## src/rtl/result_framer_pkg.sv

```systemverilog
// Shared definitions for the result framer: FSM state encoding and the
// header field layout (scalar flag in the top bit, length below it).
package result_framer_pkg;

  typedef enum logic [1:0] {
    IDLE,
    HDR,
    DATA,
    CSUM
  } frame_state_t;

  // Header byte layout: {is_scalar, len[6:0]}
  localparam int HDR_SCALAR_BIT = 7;
  localparam int LEN_W          = 7;

endpackage : result_framer_pkg

```

## src/rtl/result_framer_if.sv

```systemverilog
// Byte stream from the framer to the host transmitter.
//   tx_data  : frame byte
//   tx_valid : tx_data holds a byte to be transferred
//   tx_ready : transmitter accepts the byte this cycle
// A byte moves when tx_valid && tx_ready.
interface result_framer_if #(
  parameter int BITS = 8
);

  logic [BITS-1:0] tx_data;
  logic            tx_valid;
  logic            tx_ready;

  // Framer side drives data/valid.
  modport master (
    output tx_data,
    output tx_valid,
    input  tx_ready
  );

  // Transmitter side drives ready.
  modport slave (
    input  tx_data,
    input  tx_valid,
    output tx_ready
  );

endinterface : result_framer_if

```

## src/rtl/frame_checksum.sv

```systemverilog
// Running 8-bit frame sum with clear and add-enable.
//   clk, rst  : clock, synchronous active-high reset
//   clr       : zero the running sum (start of a new frame)
//   add_en    : add add_data to the running sum this cycle
//   add_data  : byte being transferred
//   csum      : two's complement of the running sum, i.e. the byte that
//               makes the complete frame sum to zero mod 2^BITS
module frame_checksum #(
  parameter int BITS = 8
) (
  input  logic            clk,
  input  logic            rst,
  input  logic            clr,
  input  logic            add_en,
  input  logic [BITS-1:0] add_data,
  output logic [BITS-1:0] csum
);

  logic [BITS-1:0] sum_q;

  // NOTE: sequential state is always assigned with <= so every flop samples
  // the pre-edge values of its neighbours, independent of block ordering.
  always_ff @(posedge clk) begin
    if (rst) begin
      sum_q <= '0;
    end else if (clr) begin
      sum_q <= '0;
    end else if (add_en) begin
      sum_q <= sum_q + add_data;
    end
  end

  assign csum = BITS'(0) - sum_q;

endmodule : frame_checksum

```

## src/rtl/result_framer.sv

```systemverilog
// Reads a scalar result or the vector output buffer and emits it to the host
// as a length-prefixed, checksummed byte frame: HDR, len data bytes, CSUM.
//   clk, rst   : clock, synchronous active-high reset
//   start      : request a frame (honoured only when idle)
//   is_scalar  : sampled with start; 1 = scalar on out_bus, 0 = vector buffer
//   out_bus    : scalar value or head element of the output buffer
//   out_count  : number of bytes held in the output buffer
//   buff_rd    : one-cycle pop strobe, coincident with each accepted vector byte
//   tx         : valid/ready byte stream to the host transmitter
//   busy       : frame in progress
//   done       : one-cycle pulse the cycle after the checksum byte is taken
//   err        : sticky, out_count exceeded N at the last accepted start
module result_framer
  import result_framer_pkg::*;
#(
  parameter int BITS = 8,
  parameter int N    = 64   // must fit in LEN_W bits
) (
  input  logic             clk,
  input  logic             rst,
  input  logic             start,
  input  logic             is_scalar,
  input  logic [BITS-1:0]  out_bus,
  input  logic [31:0]      out_count,
  output logic             buff_rd,
  result_framer_if.master  tx,
  output logic             busy,
  output logic             done,
  output logic             err
);

  frame_state_t     state_q, state_d;
  logic             is_scalar_q;
  logic [BITS-1:0]  scalar_q;
  logic [LEN_W-1:0] len_q;
  logic [LEN_W-1:0] rem_q;
  logic             err_q;
  logic             done_q;

  logic             start_ok;
  logic             overflow;
  logic [LEN_W-1:0] start_len;
  logic [BITS-1:0]  hdr_byte;
  logic [BITS-1:0]  csum;
  logic             hs;
  logic             sum_add;
  logic             tx_valid_d;
  logic [BITS-1:0]  tx_data_d;
  logic             buff_rd_d;

  assign start_ok = (state_q == IDLE) && start;
  assign overflow = out_count > 32'(N);
  assign hs       = tx_valid_d && tx.tx_ready;

  // Frame length chosen at start: a scalar is always one byte; a vector is
  // clamped to N so the length fits the header field.
  always_comb begin
    if (is_scalar) begin
      start_len = LEN_W'(1);
    end else if (overflow) begin
      start_len = LEN_W'(N);
    end else begin
      start_len = out_count[LEN_W-1:0];
    end
  end

  always_comb begin
    hdr_byte                 = '0;
    hdr_byte[HDR_SCALAR_BIT] = is_scalar_q;
    hdr_byte[LEN_W-1:0]      = len_q;
  end

  frame_checksum #(.BITS(BITS)) u_checksum (
    .clk      (clk),
    .rst      (rst),
    .clr      (start_ok),
    .add_en   (sum_add),
    .add_data (tx_data_d),
    .csum     (csum)
  );

  // NOTE: every output of this block gets a default before the case so no
  // path leaves a signal unassigned, which would otherwise infer a latch.
  always_comb begin
    state_d    = state_q;
    tx_valid_d = 1'b0;
    tx_data_d  = '0;
    buff_rd_d  = 1'b0;
    sum_add    = 1'b0;
    unique case (state_q)
      IDLE: begin
        if (start) state_d = HDR;
      end
      HDR: begin
        tx_valid_d = 1'b1;
        tx_data_d  = hdr_byte;
        if (hs) begin
          sum_add = 1'b1;
          state_d = (len_q != '0) ? DATA : CSUM;
        end
      end
      DATA: begin
        tx_valid_d = 1'b1;
        // The vector head is passed straight through; it stays stable
        // because the buffer only advances on our own pop strobe.
        tx_data_d  = is_scalar_q ? scalar_q : out_bus;
        if (hs) begin
          sum_add   = 1'b1;
          buff_rd_d = !is_scalar_q;
          if (rem_q == LEN_W'(1)) state_d = CSUM;
        end
      end
      CSUM: begin
        tx_valid_d = 1'b1;
        tx_data_d  = csum;
        if (hs) state_d = IDLE;
      end
      default: state_d = IDLE;
    endcase
  end

  always_ff @(posedge clk) begin
    if (rst) begin
      state_q     <= IDLE;
      is_scalar_q <= 1'b0;
      scalar_q    <= '0;
      len_q       <= '0;
      rem_q       <= '0;
      err_q       <= 1'b0;
      done_q      <= 1'b0;
    end else begin
      state_q <= state_d;
      done_q  <= (state_q == CSUM) && hs;
      if (start_ok) begin
        is_scalar_q <= is_scalar;
        scalar_q    <= out_bus;
        len_q       <= start_len;
        rem_q       <= start_len;
        err_q       <= !is_scalar && overflow;
      end else if ((state_q == DATA) && hs) begin
        rem_q <= rem_q - LEN_W'(1);
      end
    end
  end

  assign tx.tx_valid = tx_valid_d;
  assign tx.tx_data  = tx_data_d;
  assign buff_rd     = buff_rd_d;
  assign busy        = (state_q != IDLE);
  assign done        = done_q;
  assign err         = err_q;

endmodule : result_framer

```

## src/flat_wrapper.sv

```systemverilog
// flat-port wrapper written by rule: the top's interface ports become plain ports
module result_framer_flat import result_framer_pkg::*;
#(
  parameter int BITS = 8,
  parameter int N    = 64                            
)
  (clk, rst, start, is_scalar, out_bus, out_count, buff_rd, busy, done, err, tx_tx_data, tx_tx_valid, tx_tx_ready);
  result_framer_if #(.BITS(BITS)) tx_i ();
  input  logic clk;
  input  logic rst;
  input  logic start;
  input  logic is_scalar;
  input  logic [BITS-1:0] out_bus;
  input  logic [31:0] out_count;
  output logic buff_rd;
  output logic busy;
  output logic done;
  output logic err;
  output wire logic [$bits(tx_i.tx_data)-1:0] tx_tx_data;
  output wire logic [$bits(tx_i.tx_valid)-1:0] tx_tx_valid;
  input wire logic [$bits(tx_i.tx_ready)-1:0] tx_tx_ready;
  assign tx_tx_data = tx_i.tx_data;
  assign tx_tx_valid = tx_i.tx_valid;
  assign tx_i.tx_ready = tx_tx_ready;
  result_framer #(.BITS(BITS), .N(N)) u_core (.clk(clk), .rst(rst), .start(start), .is_scalar(is_scalar), .out_bus(out_bus), .out_count(out_count), .buff_rd(buff_rd), .tx(tx_i), .busy(busy), .done(done), .err(err));
endmodule
```

## config.mk

```make
export PLATFORM = sky130hd
export DESIGN_NAME = result_framer_flat
export DESIGN_NICKNAME = d
export VERILOG_FILES = /design/src/rtl/result_framer_pkg.sv /design/src/rtl/result_framer_if.sv /design/src/rtl/frame_checksum.sv /design/src/rtl/result_framer.sv /design/src/flat_wrapper.sv
export SDC_FILE = /design/constraint.sdc
export NUM_CORES = 1
export LEC_CHECK = 0
export ABC_AREA = 1
export BUFFER_PORTS_ARGS = -buffer_cell sky130_fd_sc_hd__buf_4
export CORE_MARGIN = 2
export CORE_UTILIZATION = 30
export CTS_CLUSTER_DIAMETER = 150
export DETAILED_ROUTE_END_ITERATION = 10
export SYNTH_ARGS = -nofsm -noshare
export SYNTH_HDL_FRONTEND = slang
export SYNTH_SLANG_ARGS = --single-unit
```

## constraint.sdc

```tcl
create_clock -name clk -period 4.25 [get_ports clk]
set_input_delay 0.2125 -clock clk [delete_from_list [all_inputs] [get_ports clk]]
set_output_delay 0.2125 -clock clk [all_outputs]
set_load 0.1 [all_outputs]
```

# ---- Word-level counts from Yosys, hierarchy flattened
# Index checks and enable logic that the tools add are counted.
dict set report word_totals {
  word_cells 54
  ff_bits 35
  inputBits 45
  output_inout_bits 13
}
dict set report op_classes {
  magnitude_cmp 1
  n_reduce_logical 15
  n_mux 18
  add_sub_neg 3
  n_eq_ne 9
}
# op n
set ops {}
lappend ops {{greater-than comparator 32 x 7 -> 1 bit, second input constant} 1}
lappend ops {{2-to-1 mux 7 bit} 4}
lappend ops {{case mux 8 bit (3 select lines)} 1}
lappend ops {{2-to-1 mux 2 bit} 5}
lappend ops {{adder 8 bit} 1}
lappend ops {{2-to-1 mux 8 bit} 1}
lappend ops {{inequality test 2 x 1 -> 1 bit, second input constant} 4}
lappend ops {{case mux 2 bit (4 select lines)} 1}
lappend ops {{subtractor 1 x 8 -> 8 bit, first input constant} 1}
lappend ops {{equality test 7 x 1 -> 1 bit, second input constant} 1}
lappend ops {{nonzero test 7 bit} 1}
lappend ops {{subtractor 7 x 1 -> 7 bit, second input constant} 1}
lappend ops {{2-to-1 mux 1 bit} 6}
lappend ops {{logical AND 1 bit} 5}
lappend ops {{AND reduction 5 bit} 1}
lappend ops {{equality test 2 bit, second input constant} 2}
lappend ops {{nonzero test 2 bit} 2}
lappend ops {{OR reduction 2 bit} 2}
lappend ops {{OR reduction 3 bit} 1}
lappend ops {{equality test 2 x 1 -> 1 bit, second input constant} 1}
lappend ops {{logical NOT 1 bit} 2}
lappend ops {{logical NOT 2 bit} 1}
lappend ops {{inequality test 2 bit, second input constant} 1}

# ---- Logic depth before layout (Yosys ltp)
# Gate-level depths: netlist of the first run.
dict set report depth {
  ltp_word 7
  ltp_mapped 20
  ltp_nobuf 20
}

# ---- Modules after synthesis
# From an unflattened synthesis of the first run, not the netlist that was laid out.
dict set report unflattened {
  hier_cells 415
  area_unflattened_um2 2646.3
}
# module area_per_inst_um2 n_inst cells_each seq_area_each_um2
set modules_own_cells {}
lappend modules_own_cells {result_framer 1849.3 1 303 540.5}
lappend modules_own_cells {frame_checksum 797.0 1 112 160.2}

# ---- Worst setup path after synthesis of the first run
# Ideal clock, no wire load.
dict set report synth_path {
  path_kind {flip-flop to flip-flop}
  startpoint {register u_core.state_q[0]}
  endpoint {register u_core.u_checksum.sum_q[6]}
  setup_slack_ns 0.272
  synth_period_minus_slack_ns 3.978
  setup_time_ns 0.115
  t_arrival_ns 3.862
  stages_incl_launch_ff 16
  path_buffers 0
  required_ns 4.135
  cell_sequence {dfxtp_1 -> inv_1 -> ha_1 -> inv_1 -> nor2_1 -> o21ai_0 -> a31oi_1 -> ha_1 -> a21oi_1 -> nand2_1 -> nand2_1 -> nand2_1 -> a21o_1 -> xor2_1 -> o21ai_0 -> inv_1}
}
dict set report synth_between {
  word_cells_on_any_way 14
  classes_between {add/sub (1); eq/ne (3); mux (4); reduce/logical (6)}
}
# element line
set synth_lines {}
lappend synth_lines {{from (decl)} result_framer.sv:32} ;# frame_state_t state_q, state_d;
lappend synth_lines {{from (signal assigned)} result_framer.sv:132} ;# state_q <= state_d;
lappend synth_lines {{equality test 2 bit or equality test 2 x 1 -> 1 bit (tied branches)} result_framer.sv:90} ;# unique case (state_q)
lappend synth_lines {{case mux 8 bit (3 select lines) (*)} result_framer.sv:90}
lappend synth_lines {{net tx_tx_data[3]} flat_wrapper.sv:19} ;# output wire logic [$bits(tx_i.tx_data)-1:0] tx_tx_data;
lappend synth_lines {{adder 8 bit (*)} frame_checksum.sv:29} ;# sum_q <= sum_q + add_data;
lappend synth_lines {{to (signal assigned)} frame_checksum.sv:29}
lappend synth_lines {{to (decl)} frame_checksum.sv:19} ;# logic [BITS-1:0] sum_q;
# Mark *: on every way through the listed nets, which the timed path passes. The rest lies on a longest branch.
# A chain may end at the register's enable or synchronous reset.

# ---- Worst setup path after layout of the first run
dict set report layout_path {
  startpoint {register u_core.state_q[0]}
  endpoint {register u_core.u_checksum.sum_q[6]}
}
dict set report layout_between {
  elab_chain_cells 6
  word_cells_on_any_way 14
  classes_between {add/sub (1); eq/ne (3); mux (4); reduce/logical (6)}
}
# element
set layout_lines {}
lappend layout_lines {{parallel branches: the longest is 6 deep, another holds adder 8 bit}}
# Several ways; the timed one is not identified.

==> results of run 1 <==
## cell type report
| type | count | area [um2] | share of cell area [%] |
|---|---|---|---|
| Sequential cell | 35 | 701 | 22.8 |
| Inverter | 54 | 205 | 6.69 |
| Tap cell | 102 | 128 | 4.16 |
| Multi-Input combinational cell | 277 | 1490 | 48.7 |
| Timing Repair Buffer | 57 | 428 | 13.9 |
| Clock buffer | 5 | 68.8 | 2.24 |
| Clock inverter | 3 | 43.8 | 1.43 |
## registers in the layout, summed over array words and instances, names as in the netlist
signal	cells
u_core.done	1
u_core.err	1
u_core.is_scalar_q	1
u_core.len_q	7
u_core.rem_q	7
u_core.scalar_q	8
u_core.state_q	2
u_core.u_checksum.sum_q	8
## metal layers
layer | track usage, % | routed length [um] | vias up | share of wire (%)
met5 | 0 | 0 | - | 0
met4 | 2.90 | 43 | 0 | 0.64
met3 | 3.37 | 423 | 4 | 6.3
met2 | 26.9 | 2950 | 83 | 44
met1 | 22.1 | 3280 | 1175 | 49
li1 | - | - | 1355 | -
## worst reg2reg max path, cell delays in order, from the launching register on
cell and delay, ns:
dfxtp_1 0.39, inv_1 0.10, ha_1 0.31, inv_1 0.21, nor2_1 0.07, o21ai_0 0.09
a31oi_1 0.13, ha_1 0.23, fa_1 0.42, nand3_1 0.09, nand2_1 0.08, nand2_1 0.07
nand2_1 0.05, a21o_1 0.15, xor2_1 0.13, o21ai_0 0.14, inv_1 0.05
## logic make-up (layout without fill, tap and decap cells)
family	count (synthesis)	after routing	synth area share [%]
AOI/OAI and AO/OA	84	84	18.9
xor gates and xnor gates	7	7	2.51
adders and majority gates	16	16	8.51
and+or+nand+nor	170	170	31.3
buffers and inverters	62	119	10.1
DFF	35	35	28.7
## where the power goes
| group | switching (W) | internal (W) |
|---|---|---|
| Sequential | 0.0000608 | 0.000394 |
| Combinational | 0.000687 | 0.000274 |
| Clock | 0.000129 | 0.000175 |
| Total | 0.000877 | 0.000843 |
## cells in the final DEF, fill, tap and decap left out, drive strengths merged, types with 3 or more instances in the layout
| cell type | count |
|---|---|
| clkbuf | 5 |
| a31oi | 8 |
| xnor2 | 3 |
| buf | 57 |
| a21oi | 20 |
| nand2 | 55 |
| nand4 | 11 |
| xor2 | 4 |
| dfxtp | 35 |
| nor2 | 73 |
| inv | 54 |
| nand3 | 20 |
| nor4 | 7 |
| o22ai | 3 |
| ha | 15 |
| o21ai | 45 |
| nor3 | 3 |
## through the flow
stage,power (W),cells
2_1_floorplan,0.00119,374
3_3_place_gp,0.00141,525
3_5_place_dp,0.00142,525
4_1_cts,0.00173,533
5_1_grt,0.00187,533
6_report,0.00172,533
## worst max path at each step
stage	from	to	cells past startpoint
global route	u_core.state_q[0]	u_core.u_checksum.sum_q[6]	16
floorplan	u_core.state_q[0]	u_core.u_checksum.sum_q[6]	15
finish	u_core.state_q[0]	u_core.u_checksum.sum_q[6]	16
detailed placement	u_core.state_q[0]	u_core.u_checksum.sum_q[6]	16
CTS	u_core.state_q[0]	u_core.u_checksum.sum_q[6]	16
global placement	u_core.state_q[0]	u_core.u_checksum.sum_q[6]	16
==> results.sh, run 1 <==
export IMPL_status="finished clean"
export IMPL_timing_hold_worst_path_depth=3
export IMPL_syn_area_per_cell_um2=6.53
export IMPL_dieArea_um2=8870
export IMPL_num_io_pins=58
export IMPL_synth_top_cell_area_share_pct=28.7
export IMPL_hpwlAfterDp_um=5370
export IMPL_initial_core_util_pct=31.3
export IMPL_dpl_cell_area_um2=2960
export IMPL_final_area_um2=3070
export IMPL_end_kind="flop"
export IMPL_gp_congestion=0.865
export IMPL_synth_edf_count=0
export IMPL_diodes=0
export IMPL_ctsResizeCount=0
export IMPL_crit_path_start_kind="flop"
export IMPL_fp_row_count=32
export IMPL_min_from="tx_tx_ready"
export IMPL_port_buffer_count=57
export IMPL_p_leak_nw=1.49
export IMPL_synth_area_um2=2440
export IMPL_crit_fanout=7
export IMPL_clock_path_buffers=2
export IMPL_synth_cells=374
export IMPL_whs_endpoint="u_core.done"
export IMPL_yosys_top_cells_count="71 x nor2_1, 52 x nand2_1, 49 x inv_1, 36 x o21ai_0, 35 x dfxtp_1"
export IMPL_fin_nets=491
export IMPL_syn_num_nets=435
export IMPL_ys_seq_elements=35
export IMPL_crit_family="adder cells"
export IMPL_yosysUniqueCellTypes=35
export IMPL_cap_viol_max_count=0
export IMPL_holdBufCountCts=0
export IMPL_setup_viol=0
export IMPL_slowest_stage="fa_1"
export IMPL_ff2ff_path_depth=16
export IMPL_fin_setup_tns_ns=0
export IMPL_cp_arrival_ns=2.99
export IMPL_synthArstFlopShare_pct=0
export IMPL_crit_buf_inv=3
export IMPL_reg2reg_slack_ns=1.45
export IMPL_h_tree_depth=2
export IMPL_wl_um=6700
export IMPL_cts_tree="done"
export IMPL_via_per_inst=4.91
export IMPL_final_max_slew_viol_count=0
export IMPL_whs_ns=0.178
export IMPL_period_share_pct=65.9
export IMPL_cts_made_buffers=5
export IMPL_grt_antenna_before_repair=0
export IMPL_synth_most_common_cell="nor2_1"
export IMPL_clkSlewWorstSetupHoldPaths_ns=0.08
export IMPL_cts_sinks=35
export IMPL_reg2reg_to="u_core.u_checksum.sum_q[6]"
export IMPL_synth_warnings=0
export IMPL_dieWidth_um=94.2
export IMPL_drt_iter0_drc=129
export IMPL_grt_pass1_vias=2561
export IMPL_grt_setup_unrepaired="false"
export IMPL_grt_total_usage_pct=16.3
export IMPL_grt_pass1_wl_um=11600
export IMPL_grt_start_max_net_pins=24
export IMPL_powerDensity_nw_per_um2=561
export IMPL_max_stage_delay_ns=0.42
export IMPL_grt_overflow=0
export IMPL_final_hold_violation_count=0
export IMPL_fin_crit_ns=2.80
export IMPL_synth_area_leaders="dfxtp_1 29%, nor2_1 11%, nand2_1 8.0%"
export IMPL_clock_skew_ns=0.00260
export IMPL_worst_pin_slew_ns=0.769
export IMPL_rr_startpoint="u_core.state_q[0]"
export IMPL_coreArea_um2=7810
export IMPL_hold_class="in -> reg"
export IMPL_root_buffer="clkbuf_8"
export IMPL_synth_main_ff_cell="dfxtp_1"
export IMPL_critPathKind="reg -> reg"
export IMPL_dp_slack_ns=1.47
export IMPL_dr_pass1_iters=4
export IMPL_post_cts_buffers=0
export IMPL_synth_seq_area_share_pct=28.7
export IMPL_drcViolationCount=0
export IMPL_die_h_um=94.2
export IMPL_worst_slack_ns=1.45
export IMPL_timing_fmax_mhz=357
export IMPL_max_slew_margin_rel_pct=48.6
export IMPL_synth_top_area_cell="dfxtp_1"
export IMPL_clk_insertion_delay_late_ns=0.29
export IMPL_utilization_pct=39.3
export IMPL_nFillCells=832
export IMPL_drive_gt1_share_pct=18.3
export IMPL_cp_cell_sequence="inv_1, ha_1, inv_1, nor2_1, o21ai_0, a31oi_1, ha_1, fa_1, nand3_1, nand2_1, nand2_1, nand2_1, a21o_1, xor2_1, o21ai_0, inv_1"
export IMPL_syn_to_final_growth_pct=25.7
export IMPL_required_ns=4.44
export IMPL_dr_total_vias=2617
export IMPL_irDropWorstVdd_mv=0.249
export IMPL_wl_per_cell_um=12.6
export IMPL_ant_nets=0
(Power assumes the default switching activity.)
==> inputs of run 2 (changes only) <==
- ABC_AREA: 1 -> 0
- clock period: 4.25 -> 2.37 ns (I/O delays scaled with it)
==> run 2 against run 1 <==
  * Maximum frequency is 12% higher
  * Synthesized cell count is 25% lower
  * Synthesized area is 7.9% lower
  * Largest power group unchanged
  * Flip-flop and latch count stayed put
  * Sequential share of layout area is 3.1 points lower
  * The run now ends with setup timing left
==> results.sh, run 2 <==
export IMPL_clock_skew_ns=0.00424
export IMPL_dieArea_um2=8200
export IMPL_synth_cells=281
export IMPL_crit_buf_inv=2
export IMPL_use_met2_pct=31.1
export IMPL_grtUsageMet1_pct=22.1
export IMPL_drive_gt1_share_pct=44.9
export IMPL_timing_fmax_mhz=401
export IMPL_required_ns=2.56
export IMPL_gp_congestion=0.850
export IMPL_drcViolationCount=0
export IMPL_fin_crit_ns=2.49
export IMPL_setup_viol=4
export IMPL_num_io_pins=58
export IMPL_irDropWorstVdd_mv=0.366
export IMPL_final_max_slew_viol_count=0
export IMPL_cp_cell_sequence="inv_2, ha_2, a222oi_1, buf_4, nor2_4, ha_4, fa_2, a21o_1, a21o_1, a21oi_2, or4_1, nand3_1"
export IMPL_end_kind="flop"
export IMPL_yosysUniqueCellTypes=42
export IMPL_status="finished with violations"
export IMPL_crit_path_start_kind="flop"
export IMPL_synth_seq_area_share_pct=31.2
export IMPL_crit_family="compound AO/OA/AOI/OAI gates"
export IMPL_max_slew_margin_rel_pct=63.3
export IMPL_syn_to_final_growth_pct=60.4
export IMPL_worst_slack_ns=-0.122
export IMPL_synth_top_cell_area_share_pct=31.2
export IMPL_port_buffer_count=57
export IMPL_via_per_inst=5.02
export IMPL_clock_path_buffers=2
export IMPL_cp_arrival_ns=2.68
export IMPL_synth_most_common_cell="nand2_1"
export IMPL_violations="setup timing"
export IMPL_hpwlAfterDp_um=5400
export IMPL_final_area_um2=3610
export IMPL_coreArea_um2=7250
export IMPL_powerDensity_nw_per_um2=842
export IMPL_syn_num_nets=342
export IMPL_wl_per_cell_um=14.5
export IMPL_yosys_top_cells_count="44 x nand2_1, 35 x dfxtp_1, 29 x a21oi_1, 23 x nor2_1, 15 x ha_1"
export IMPL_cts_made_buffers=5
export IMPL_fp_row_count=31
export IMPL_grt_pass1_wl_um=11900
export IMPL_synth_area_leaders="dfxtp_1 31%, ha_1 8.3%, nand2_1 7.3%"
export IMPL_grt_start_max_net_pins=30
export IMPL_cts_tree="done"
export IMPL_gr_max_usage_layer="met2"
export IMPL_grt_pass1_vias=2500
export IMPL_dr_pass1_iters=5
export IMPL_max_stage_delay_ns=0.37
export IMPL_final_cell_mix="109 x buf_4, 44 x nand2_1, 30 x dfxtp_1"
export IMPL_synth_main_ff_cell="dfxtp_1"
export IMPL_worst_pin_slew_ns=0.546
export IMPL_holdBufCountCts=0
export IMPL_cp_common_cell="a21o_1"
export IMPL_top_regs="u_core.scalar_q (8), u_core.u_checksum.sum_q (8)"
export IMPL_critPathKind="reg -> reg"
export IMPL_diodes=0
export IMPL_reg2reg_slack_ns=-0.12
export IMPL_hold_class="in -> reg"
export IMPL_grt_overflow=0
export IMPL_layout_commonest_cell="buf_4"
export IMPL_dp_slack_ns=-0.247
export IMPL_grt_antenna_before_repair=0
export IMPL_crit_fanout=8
export IMPL_synth_edf_count=0
export IMPL_die_h_um=90.6
export IMPL_drt_iter0_drc=164
export IMPL_ant_nets=0
export IMPL_grt_setup_unrepaired="true"
export IMPL_root_buffer="clkbuf_8"
export IMPL_synth_top_area_cell="dfxtp_1"
export IMPL_p_leak_nw=1.51
export IMPL_initial_core_util_pct=31.0
export IMPL_grt_total_usage_pct=17.7
export IMPL_cts_sinks=35
export IMPL_whs_ns=0.0686
export IMPL_slowest_stage="dfxtp_4"
export IMPL_cap_viol_max_count=0
export IMPL_wl_um=7090
export IMPL_dr_total_vias=2457
export IMPL_dieWidth_um=90.6
export IMPL_synthArstFlopShare_pct=0
export IMPL_h_tree_depth=2
export IMPL_final_hold_violation_count=0
export IMPL_fin_nets=450
export IMPL_dpl_cell_area_um2=3270
export IMPL_period_share_pct=105
export IMPL_synth_warnings=0
export IMPL_synth_area_um2=2250
export IMPL_nFillCells=719
export IMPL_ys_seq_elements=35
export IMPL_clk_insertion_delay_late_ns=0.30
export IMPL_syn_area_per_cell_um2=8.00
export IMPL_use_met3_pct=3.67
export IMPL_clkSlewWorstSetupHoldPaths_ns=0.08
==> run 2: changes by cell type after synthesis, sizes merged, moves of 8 or more <==
cell	delta
nand3	-13
o21ai	-37
nand4	-9
nand2	-11
nor2	-50
inv	-43
clkbuf	+8
a21oi	+9
==> run 2: power breakdown <==
group	internal (W)	leakage [nW]	switching (W)
Clock	0.000319	0.0587	0.000255
Sequential	0.000682	0.288	0.0000851
Combinational	0.000659	1.16	0.00104
==> run 2: what timing repair did <==
action                                  CTS  global route
resized for setup                        23            15
pin swaps                                22            22
buffers inserted                          6             1
endpoints found under the setup margin    4             8
==> run 2: cell families (layout without fill, tap and decap cells) <==
logic type                 after synthesis  after routing  share of synthesized area, %
AOI/OAI and AO/OA                       71             71                          21.0
xor gates and xnor gates                13             13                          5.06
buffers and inverters                   24            133                          4.01
DFF                                     35             35                          31.2
adders and majority gates               16             16                          9.24
muxes                                   10             10                          4.84
and+or+nand+nor                        112            112                          24.7
==> run 2: worst register-to-register path, stage by stage (launching register included) <==
cell	delay, ns
dfxtp_4	0.37
inv_2	0.04
ha_2	0.23
a222oi_1	0.34
buf_4	0.17
nor2_4	0.04
ha_4	0.17
fa_2	0.34
a21o_1	0.16
a21o_1	0.21
a21oi_2	0.14
or4_1	0.11
nand3_1	0.06
==> run 2: cell type report <==
type                            instances  area (um2)  area share, %
Timing Repair Buffer                  114         875           24.2
Clock inverter                          3        47.5           1.32
Clock buffer                            5        68.8           1.91
Inverter                               11        41.3           1.14
Multi-Input combinational cell        222        1740           48.2
Sequential cell                        35         712           19.7
Tap cell                               99         124           3.43
==> run 2: metal layers <==
| metal | vias up | wire length, um |
|---|---|---|
| met5 | - | 0 |
| met4 | 0 | 93 |
| met3 | 8 | 244 |
| met2 | 45 | 3530 |
| met1 | 1166 | 3220 |
| li1 | 1238 | - |
==> run 2: stage by stage <==
step | setup TNS (ns) | util (%) | power, W | std cells
6_report | -0.423 | 49.7 | 0.00304 | 489
5_1_grt | -0.897 | 49.7 | 0.00322 | 489
4_1_cts | -0.510 | 48.5 | 0.00302 | 488
3_5_place_dp | -0.707 | 45.0 | 0.00241 | 474
3_3_place_gp | -0.575 | 45.0 | 0.00239 | 474
2_1_floorplan | -1.21 | - | 0.00191 | 281
==> run 2: final timing paths <==
check                                       start                    endpoint  cells past startpoint
worst min-delay path                   out_bus[5]          u_core.scalar_q[5]                      3
worst min register to register         u_core.err                  u_core.err                      2
worst max register to register  u_core.state_q[1]  u_core.u_checksum.sum_q[6]                     12
worst max-delay path            u_core.state_q[1]  u_core.u_checksum.sum_q[6]                     12
